### src/rtl/out_uart_tx.sv
// Byte FIFO plus 8N1 UART transmitter fed by the core's out_en/out_data strobe.
// The core cannot be stalled, so a byte that finds the FIFO full is dropped and flagged.
module out_uart_tx #(
    parameter int CLKS_PER_BIT    = 16,
    parameter int FIFO_DEPTH_LOG2 = 4
) (
    input  logic                     clock,
    input  logic                     reset,
    input  logic                     out_en,
    input  logic [7:0]               out_data,
    output logic                     txd,
    output logic                     busy,
    output logic                     overflow,
    output logic [FIFO_DEPTH_LOG2:0] fifo_count
);

    localparam int DEPTH = 1 << FIFO_DEPTH_LOG2;
    localparam int TW    = (CLKS_PER_BIT < 2) ? 1 : $clog2(CLKS_PER_BIT);
    localparam int CW    = FIFO_DEPTH_LOG2 + 1;
    localparam int PW    = FIFO_DEPTH_LOG2;

    localparam logic [TW-1:0] TIMER_LAST = TW'(CLKS_PER_BIT - 1);
    localparam logic [CW-1:0] DEPTH_C    = CW'(DEPTH);

    generate
        if (CLKS_PER_BIT < 2) begin : g_bad_clks_per_bit
            $error("out_uart_tx: CLKS_PER_BIT must be >= 2");
        end
    endgenerate

    typedef enum logic [1:0] {
        IDLE,
        START,
        DATA,
        STOP
    } state_t;

    state_t          state_q, state_d;
    logic [TW-1:0]   bit_timer_q, bit_timer_d;
    logic [2:0]      bit_idx_q, bit_idx_d;
    logic [7:0]      shift_q, shift_d;
    logic            txd_q, txd_d;
    logic            overflow_q, overflow_d;
    logic [CW-1:0]   count_q, count_d;
    logic [PW-1:0]   wr_ptr_q, wr_ptr_d;
    logic [PW-1:0]   rd_ptr_q, rd_ptr_d;
    logic [7:0]      fifo_mem_q [DEPTH];

    logic timer_last;
    logic fifo_nonempty;
    logic pop;
    logic push;

    // A pop frees a slot at the same edge, so a full FIFO still accepts a byte on a pop edge.
    always_comb begin
        timer_last    = (bit_timer_q == TIMER_LAST);
        fifo_nonempty = (count_q != '0);
        pop           = fifo_nonempty &&
                        ((state_q == IDLE) || ((state_q == STOP) && timer_last));
        push          = out_en && ((count_q < DEPTH_C) || pop);
    end

    always_comb begin
        state_d     = state_q;
        bit_idx_d   = bit_idx_q;
        shift_d     = shift_q;
        txd_d       = txd_q;
        bit_timer_d = timer_last ? '0 : bit_timer_q + TW'(1);

        case (state_q)
            IDLE: begin
                bit_timer_d = '0;
                if (pop) begin
                    state_d = START;
                    shift_d = fifo_mem_q[rd_ptr_q];
                    txd_d   = 1'b0;
                end
            end
            START: begin
                if (timer_last) begin
                    state_d   = DATA;
                    txd_d     = shift_q[0];
                    bit_idx_d = 3'd0;
                end
            end
            DATA: begin
                if (timer_last) begin
                    if (bit_idx_q == 3'd7) begin
                        state_d = STOP;
                        txd_d   = 1'b1;
                    end else begin
                        shift_d   = shift_q >> 1;
                        txd_d     = shift_q[1];
                        bit_idx_d = bit_idx_q + 3'd1;
                    end
                end
            end
            STOP: begin
                if (timer_last) begin
                    if (pop) begin
                        state_d = START;
                        shift_d = fifo_mem_q[rd_ptr_q];
                        txd_d   = 1'b0;
                    end else begin
                        state_d = IDLE;
                    end
                end
            end
            default: state_d = IDLE;
        endcase
    end

    always_comb begin
        wr_ptr_d   = wr_ptr_q + (push ? PW'(1) : PW'(0));
        rd_ptr_d   = rd_ptr_q + (pop ? PW'(1) : PW'(0));
        overflow_d = overflow_q | (out_en & ~push);
        count_d    = count_q;
        case ({push, pop})
            2'b10:   count_d = count_q + CW'(1);
            2'b01:   count_d = count_q - CW'(1);
            default: count_d = count_q;
        endcase
    end

    always_ff @(posedge clock) begin
        if (reset) begin
            state_q     <= IDLE;
            bit_timer_q <= '0;
            bit_idx_q   <= '0;
            shift_q     <= '0;
            txd_q       <= 1'b1;
            overflow_q  <= 1'b0;
            count_q     <= '0;
            wr_ptr_q    <= '0;
            rd_ptr_q    <= '0;
        end else begin
            state_q     <= state_d;
            bit_timer_q <= bit_timer_d;
            bit_idx_q   <= bit_idx_d;
            shift_q     <= shift_d;
            txd_q       <= txd_d;
            overflow_q  <= overflow_d;
            count_q     <= count_d;
            wr_ptr_q    <= wr_ptr_d;
            rd_ptr_q    <= rd_ptr_d;
        end
    end

    // Storage needs no reset; the pointers and count alone decide what is valid.
    always_ff @(posedge clock) begin
        if (push && !reset) begin
            fifo_mem_q[wr_ptr_q] <= out_data;
        end
    end

    assign txd        = txd_q;
    assign busy       = (state_q != IDLE) || fifo_nonempty;
    assign overflow   = overflow_q;
    assign fifo_count = count_q;

endmodule

### config.mk
export PLATFORM = sky130hd
export DESIGN_NAME = out_uart_tx
export DESIGN_NICKNAME = d
export VERILOG_FILES = /design/src/rtl/out_uart_tx.sv
export SDC_FILE = /design/constraint.sdc
export NUM_CORES = 1
export LEC_CHECK = 0
export CAP_MARGIN = 20
export CORE_UTILIZATION = 30
export DETAILED_ROUTE_END_ITERATION = 12
export PLACE_DENSITY_LB_ADDON = 0.08
export SLEW_MARGIN = 20
export SYNTH_ARGS = -nofsm -noshare
export SYNTH_HDL_FRONTEND = slang
export SYNTH_SLANG_ARGS = --single-unit
### constraint.sdc
create_clock -name clock -period 4.9 [get_ports clock]
set_clock_uncertainty 0.1 [all_clocks]
set_input_delay 0.49 -clock clock [delete_from_list [all_inputs] [get_ports clock]]
set_output_delay 0.49 -clock clock [all_outputs]
set_load 0.05 [all_outputs]
# After elaboration in Yosys (flattened, before gate mapping)
# Memories as Yosys holds them, arrays and structs flattened. A register that Yosys moved wholly into a read port is not among the register bits.
# Index checks and enable logic that the tools add are counted.
[word_totals]
ff_bits = 32
ram_bits = 128
inputBits = 11
output_inout_bits = 8
wordCells = 80
n_memories = 1
[op_classes]
addsub = 6
order_cmp = 1
eq_ne = 13
n_mux = 28
n_bitwise = 3
n_reduce_logical = 19
[memory_table]
columns = ["name", "depth", "width", "rd", "rd_clocked_by_memory_dff", "write_ports", "line", "text"]
rows = [
  ["fifo_mem_q", 16, 8, 1, 1, 1, "47", "logic [7:0] fifo_mem_q [DEPTH];"],
]
[ops]
columns = ["operator", "count"]
rows = [
  ["8-bit 2-to-1 mux", 4],
  ["8-bit one-hot mux with 3 select lines", 1],
  ["2-bit inequality test (second input constant)", 6],
  ["1-bit 2-to-1 mux", 10],
  ["2-bit 2-to-1 mux", 5],
  ["5-bit one-hot mux with 2 select lines", 1],
  ["3-bit 2-to-1 mux", 3],
  ["4-bit by 1-bit adder with 4-bit output", 2],
  ["2-bit one-hot mux with 4 select lines", 1],
  ["4-bit AND reduction", 2],
  ["2-bit == test (second input constant)", 3],
  ["3-bit one-hot mux with 2 select lines", 1],
  ["2-bit nonzero test", 3],
  ["5-bit by 1-bit adder with 5-bit output (second input constant)", 1],
  ["5-bit < comparator (second input constant)", 1],
  ["5-bit AND reduction", 1],
  ["5-bit nonzero test", 1],
  ["5-bit by 1-bit subtractor with 5-bit output (second input constant)", 1],
  ["4-bit by 1-bit adder with 4-bit output (second input constant)", 1],
  ["2-bit by 1-bit == test with 1-bit output (second input constant)", 2],
  ["4-bit == test (second input constant)", 1],
  ["1-bit logical AND", 4],
  ["4-bit 2-to-1 mux", 1],
  ["1-bit one-hot mux with 4 select lines", 1],
  ["other kinds (11)", 13],
]

# Longest topological paths before layout
[depth]
depth_word = 9
ltp_mapped = 13
mapped_depth_nobuf = 12

# Worst setup path before layout
# Ideal clock, no wire load.
[synth_timing]
path_type = "flip-flop to flip-flop"
startpoint = "register count_q[1] (netlist: fifo_count[1])"
endpoint = "register count_q[4] (netlist: fifo_count[4])"
t_arrival_ns = 2.822
required_time_ns = 4.681
setup_slack_ns = 1.859
stages_incl_launch_ff = 14
n_path_buf = 2
cell_sequence = "dfxtp_1 > buf_6 > or4_4 > nor2_8 > nor2_1 > ha_1 > buf_2 > xor2_1 > ha_1 > o211ai_1 > nand2_1 > mux2i_1 > a32oi_1 > o221a_2"
[synth_via]
elab_chain_len = 6
word_cells_on_any_way = 11
cone_classes = "2 x add/sub; 1 x order compare; 2 x eq/ne; 1 x mux; 5 x reduce/logical"
[synth_rtl]
columns = ["element", "line", "text"]
rows = [
  ["start, declared", "44", "logic [CW-1:0] count_q, count_d;"],
  ["start signal, assigned", "143", "count_q <= count_d;"],
  ["branches (longest 6 deep; another with 5-bit < comparator)", "--", ""],
]
# Parallel ways; which one is timed is not known.
# A chain may end at the register's enable or synchronous reset.

# Worst setup path in the final report
[layout_timing]
startpoint = "register state_q[0]"
endpoint = "register count_q[4] (netlist: fifo_count[4])"
[layout_via]
elab_chain_len = 8
word_cells_on_any_way = 11
cone_classes = "3 x eq/ne; 1 x mux; 7 x reduce/logical"
[layout_rtl]
columns = ["element", "line", "text"]
rows = [
  ["start, declared", "38", "state_t state_q, state_d;"],
  ["start signal, assigned", "137", "state_q <= state_d;"],
  ["2-bit == test", "59", "((state_q == IDLE) || ((state_q == STOP) && timer_last));"],
  ["1-bit logical AND", "59", ""],
  ["1-bit logical OR (*)", "59", ""],
  ["1-bit logical AND (*)", "58", "pop = fifo_nonempty &&"],
  ["1-bit logical OR", "60", "push = out_en && ((count_q < DEPTH_C) || pop);"],
  ["1-bit logical AND", "60", ""],
  ["2-bit by 1-bit == test with 1-bit output / 2-bit == test (equally long branches)", "118", "case ({push, pop})"],
  ["5-bit one-hot mux with 2 select lines / 2-bit nonzero test (equally long branches)", "--", ""],
]
# Every way passes the cells marked *; elsewhere a longest branch is shown, timed or not.

==> results.py <==
metrics = {
    "synthesis": {
        "synth_top_family_by_area": "multiplexers",
        "synth_async_sr_flop_share_pct": 0,
        "synth_compound_area_share_pct": 7.48,
        "post_synth_num_cell_types": 54,
        "yosysWarningCount": 0,
        "synth_top_cell_by_area": "edfxtp_1",
        "yosys_most_used_dff": "edfxtp_1",
        "syn_inst": 426,
        "synth.area.mux_share_pct": 12.2,
        "ys_ff_latch": 160,
        "yosysTopAreaCellShare_pct": 56.9,
        "netlist_area_mm2": 0.00676,
        "synth_edf_count": 128,
        "synth.area.top_cells": "edfxtp_1, dfxtp_1, mux4_2",
        "avgSynthCellArea_um2": 15.9,
        "synthXorXnorAreaFrac_pct": 1.30,
        "yosys.area_share.adder_pct": 2.78,
        "synth_seq_area_share_pct": 66.3,
        "synth.net_count": 452,
        "synthSimpleGateAreaFrac_pct": 7.39,
    },
    "layout": {
        "syn2layout_area_growth_pct": 15.2,
        "drive_gt1_share_pct": 15.9,
        "final_common_cell": "edfxtp_1",
        "final_nets": 472,
        "antenna-diode-count": 0,
        "final_cell_mix": "edfxtp_1, nor2_1, dfxtp_1",
        "stdcell_count": 738,
    },
    "global_route": {
        "use_met2_pct": 23.2,
        "grt_max_degree": 33,
        "grt_pass1_wl_um": 23500,
        "grtUsageTotal_pct": 13.9,
        "grt_pass1_vias": 3776,
        "antenna_found_initial": 0,
        "grt_busiest_layer": "met2",
        "global_route.usage.met3_pct": 3.14,
        "use_met1_pct": 17.8,
        "grt_overflow_total": 0,
    },
    "sta": {
        "final.setup.tns_ns": 0,
        "fin_crit_ns": 3.24,
        "rsz0062_at_grt": "no",
        "max_freq_mhz": 308,
        "worst_pin_slew_ns": 1.11,
        "finalHoldViolations": 0,
        "drv_slew": 0,
        "period_share_pct": 66.2,
        "max_slew_margin_pct": 25.9,
        "setup_viol": 0,
    },
    "clocking": {
        "h-tree-depth": 4,
        "clk_pin_slew_worst_paths_ns": 0.07,
        "clk_latency_ns": 0.42,
        "cts_setup_buffers": 0,
        "post_cts_resized": 0,
        "root_buffer": "clkbuf_16",
        "cts_buffers": 17,
        "cts.path.max_buffers": 2,
        "tritoncts": "done",
        "ctsHoldBuffers": 0,
        "clock_sinks": 160,
    },
    "floorplanning": {
        "die_x_um": 152,
        "initial_core_util_pct": 30.8,
        "rows": 54,
        "die-area_mm2": 0.0231,
        "num_io_pins": 19,
        "die_y_um": 152,
        "core_mm2": 0.0220,
    },
    "power_and_ir_drop": {
        "totalPowerFinal_mw": 4.19,
        "clockPowerShare_pct": 32.3,
        "internal-power_mw": 2.83,
        "max-vdd-ir-drop_mv": 0.192,
        "seqPwrFrac_pct": 40.2,
        "powerDensity_mw_per_mm2": 539,
        "p_comb_share_pct": 27.5,
        "p_leak_nw": 2.55,
        "p_sw_mw": 1.37,
        "switching_share_pct": 32.6,
    },
    "critical_path": {
        "critPathArrivalTime_ns": 3.46,
        "path_common_cell": "ha_1",
        "timing.rr.end": "fifo_count[4]",
        "crit_path_max_fanout": 8,
        "critical_path.cell_chain": "inv_1, ha_1, nand2b_1, o21ai_1, ha_1, xor2_1, ha_1, o211ai_1, nand2_1, mux2i_1, a32oi_1, o221a_2",
        "path_buf_inv": 1,
        "critPathKind": "flip-flop to flip-flop",
        "crit_path_end_kind": "flip-flop",
        "rr_worst_depth": 12,
        "max_stage_delay_ns": 0.48,
        "cp.required_ns": 5.12,
        "worst_r2r_startpoint": "state_q[0]",
        "path_delay_family": "compound AO/OA/AOI/OAI gates",
        "critPathLaunchType": "flip-flop",
        "cp_slowest_cell": "o21ai_1",
        "r2r_slack_ns": 1.66,
    },
    "place": {
        "routabilityCongestion": 0.740,
        "hpwl_um": 9690,
        "dp.cells": 707,
        "io_buffers": 18,
    },
    "routing": {
        "drc": 8,
        "routed_wl_um": 15100,
        "routed_via_density": 4.91,
        "wire_per_inst_um": 20.5,
        "dr_total_vias": 3626,
        "firstDrtPassIters": 9,
        "ant_nets": 0,
        "first_iter_violations": 191,
    },
    "worst_hold_path": {
        "hold_class": "flip-flop to flip-flop",
        "whs_endpoint": "bit_timer_q[0]",
        "hold_start": "bit_timer_q[0]",
        "min_delay_path_depth": 1,
    },
    "flow_run": {
        "maxCapViolCount": 0,
    },
    "status": {
        "violations": "DRC",
        "status": "finished with violations",
    },
}
sequential cells by signal, indices dropped and copies added (netlist names):
signal       count
rd_ptr_q         4
fifo_mem_q     128
shift_q          8
wr_ptr_q         4
txd              1
bit_idx_q        3
fifo_count       5
state_q          2
bit_timer_q      4
overflow         1
synth_stat cells, drive strengths merged (3+ instances only):
cell    count
o21ai       9
nand3       6
mux2        4
mux4       31
nand2b      5
edfxtp    128
ha         15
nand2      18
inv         5
a21oi      18
nor2b       7
nor2       44
clkbuf     10
nor3        7
a211oi      7
buf        14
a22oi      18
mux2i       5
xor2        5
and3        3
dfxtp      32
xnor2       5
power by group through the flow:
stage	logic, mW	registers [mW]	clock network (mW)
after floorplan	0.909	1.71	0
after global placement	1.16	1.72	0
after detailed placement	1.17	1.72	0
after CTS	1.17	1.69	1.39
after global routing	1.27	1.71	1.44
final	1.15	1.69	1.36
worst reg2reg max path: cells and delay by family (launching register included):
| family | cells | cell delay (ns) |
|---|---|---|
| buf+inv | 1 | 0.12 |
| simple gates | 2 | 0.29 |
| compound gates | 4 | 1.01 |
| fa+ha+maj | 3 | 0.97 |
| xor+xnor | 1 | 0.12 |
| mux | 1 | 0.15 |
| flops | 1 | 0.40 |
how the worst max path moves through the flow:
stage               depth (start not counted)          start            end  slack [ns]
finish                                     12     state_q[0]  fifo_count[4]        1.66
global route                               11     state_q[0]  fifo_count[4]        1.37
CTS                                        12     state_q[0]  fifo_count[4]        1.66
detailed placement                         11     state_q[0]  fifo_count[4]        1.67
global placement                           11     state_q[0]  fifo_count[4]        1.75
floorplan                                  13  fifo_count[1]  fifo_count[4]        1.86
cell families (layout without fill, tap and decap cells):
kind of cell             count (synthesis)  count (layout)
XOR/XNOR                                10              10
multiplexers                            40              40
AND/OR/NAND/NOR                        102             102
flip-flops                             160             160
AO/OA/AOI/OAI                           70              70
buffers and inverters                   29              61
adder cells (fa/ha/maj)                 15              15
cell type report:
| class | instances | area [um^2] |
|---|---|---|
| inverter | 5 | 18.8 |
| timing repair buffer | 25 | 233 |
| fill | 2072 | 14200 |
| multi-input combinational | 237 | 2100 |
| clock buffer | 17 | 425 |
| tap | 280 | 350 |
| clock inverter | 14 | 168 |
| sequential | 160 | 4490 |
stage by stage:
step / util (%) / area, um^2 / hold WS [ns] / worst slack (ns)
after floorplan: - / 6760 / 0.318 / 1.86
after global placement: 32.7 / 7190 / 0.329 / 1.75
after detailed placement: 32.7 / 7190 / 0.338 / 1.67
after CTS: 35.4 / 7780 / 0.353 / 1.66
after global routing: 35.4 / 7780 / 0.375 / 1.37
final: 35.4 / 7780 / 0.345 / 1.66
metal layers:
layer / vias to the layer above / share of wire, %
li1: 1714 / -
met1: 1824 / 46
met2: 73 / 49
met3: 15 / 3.3
met4: 0 / 1.7
met5: - / 0
No activity file was read; power rests on OpenSTA's default activity.
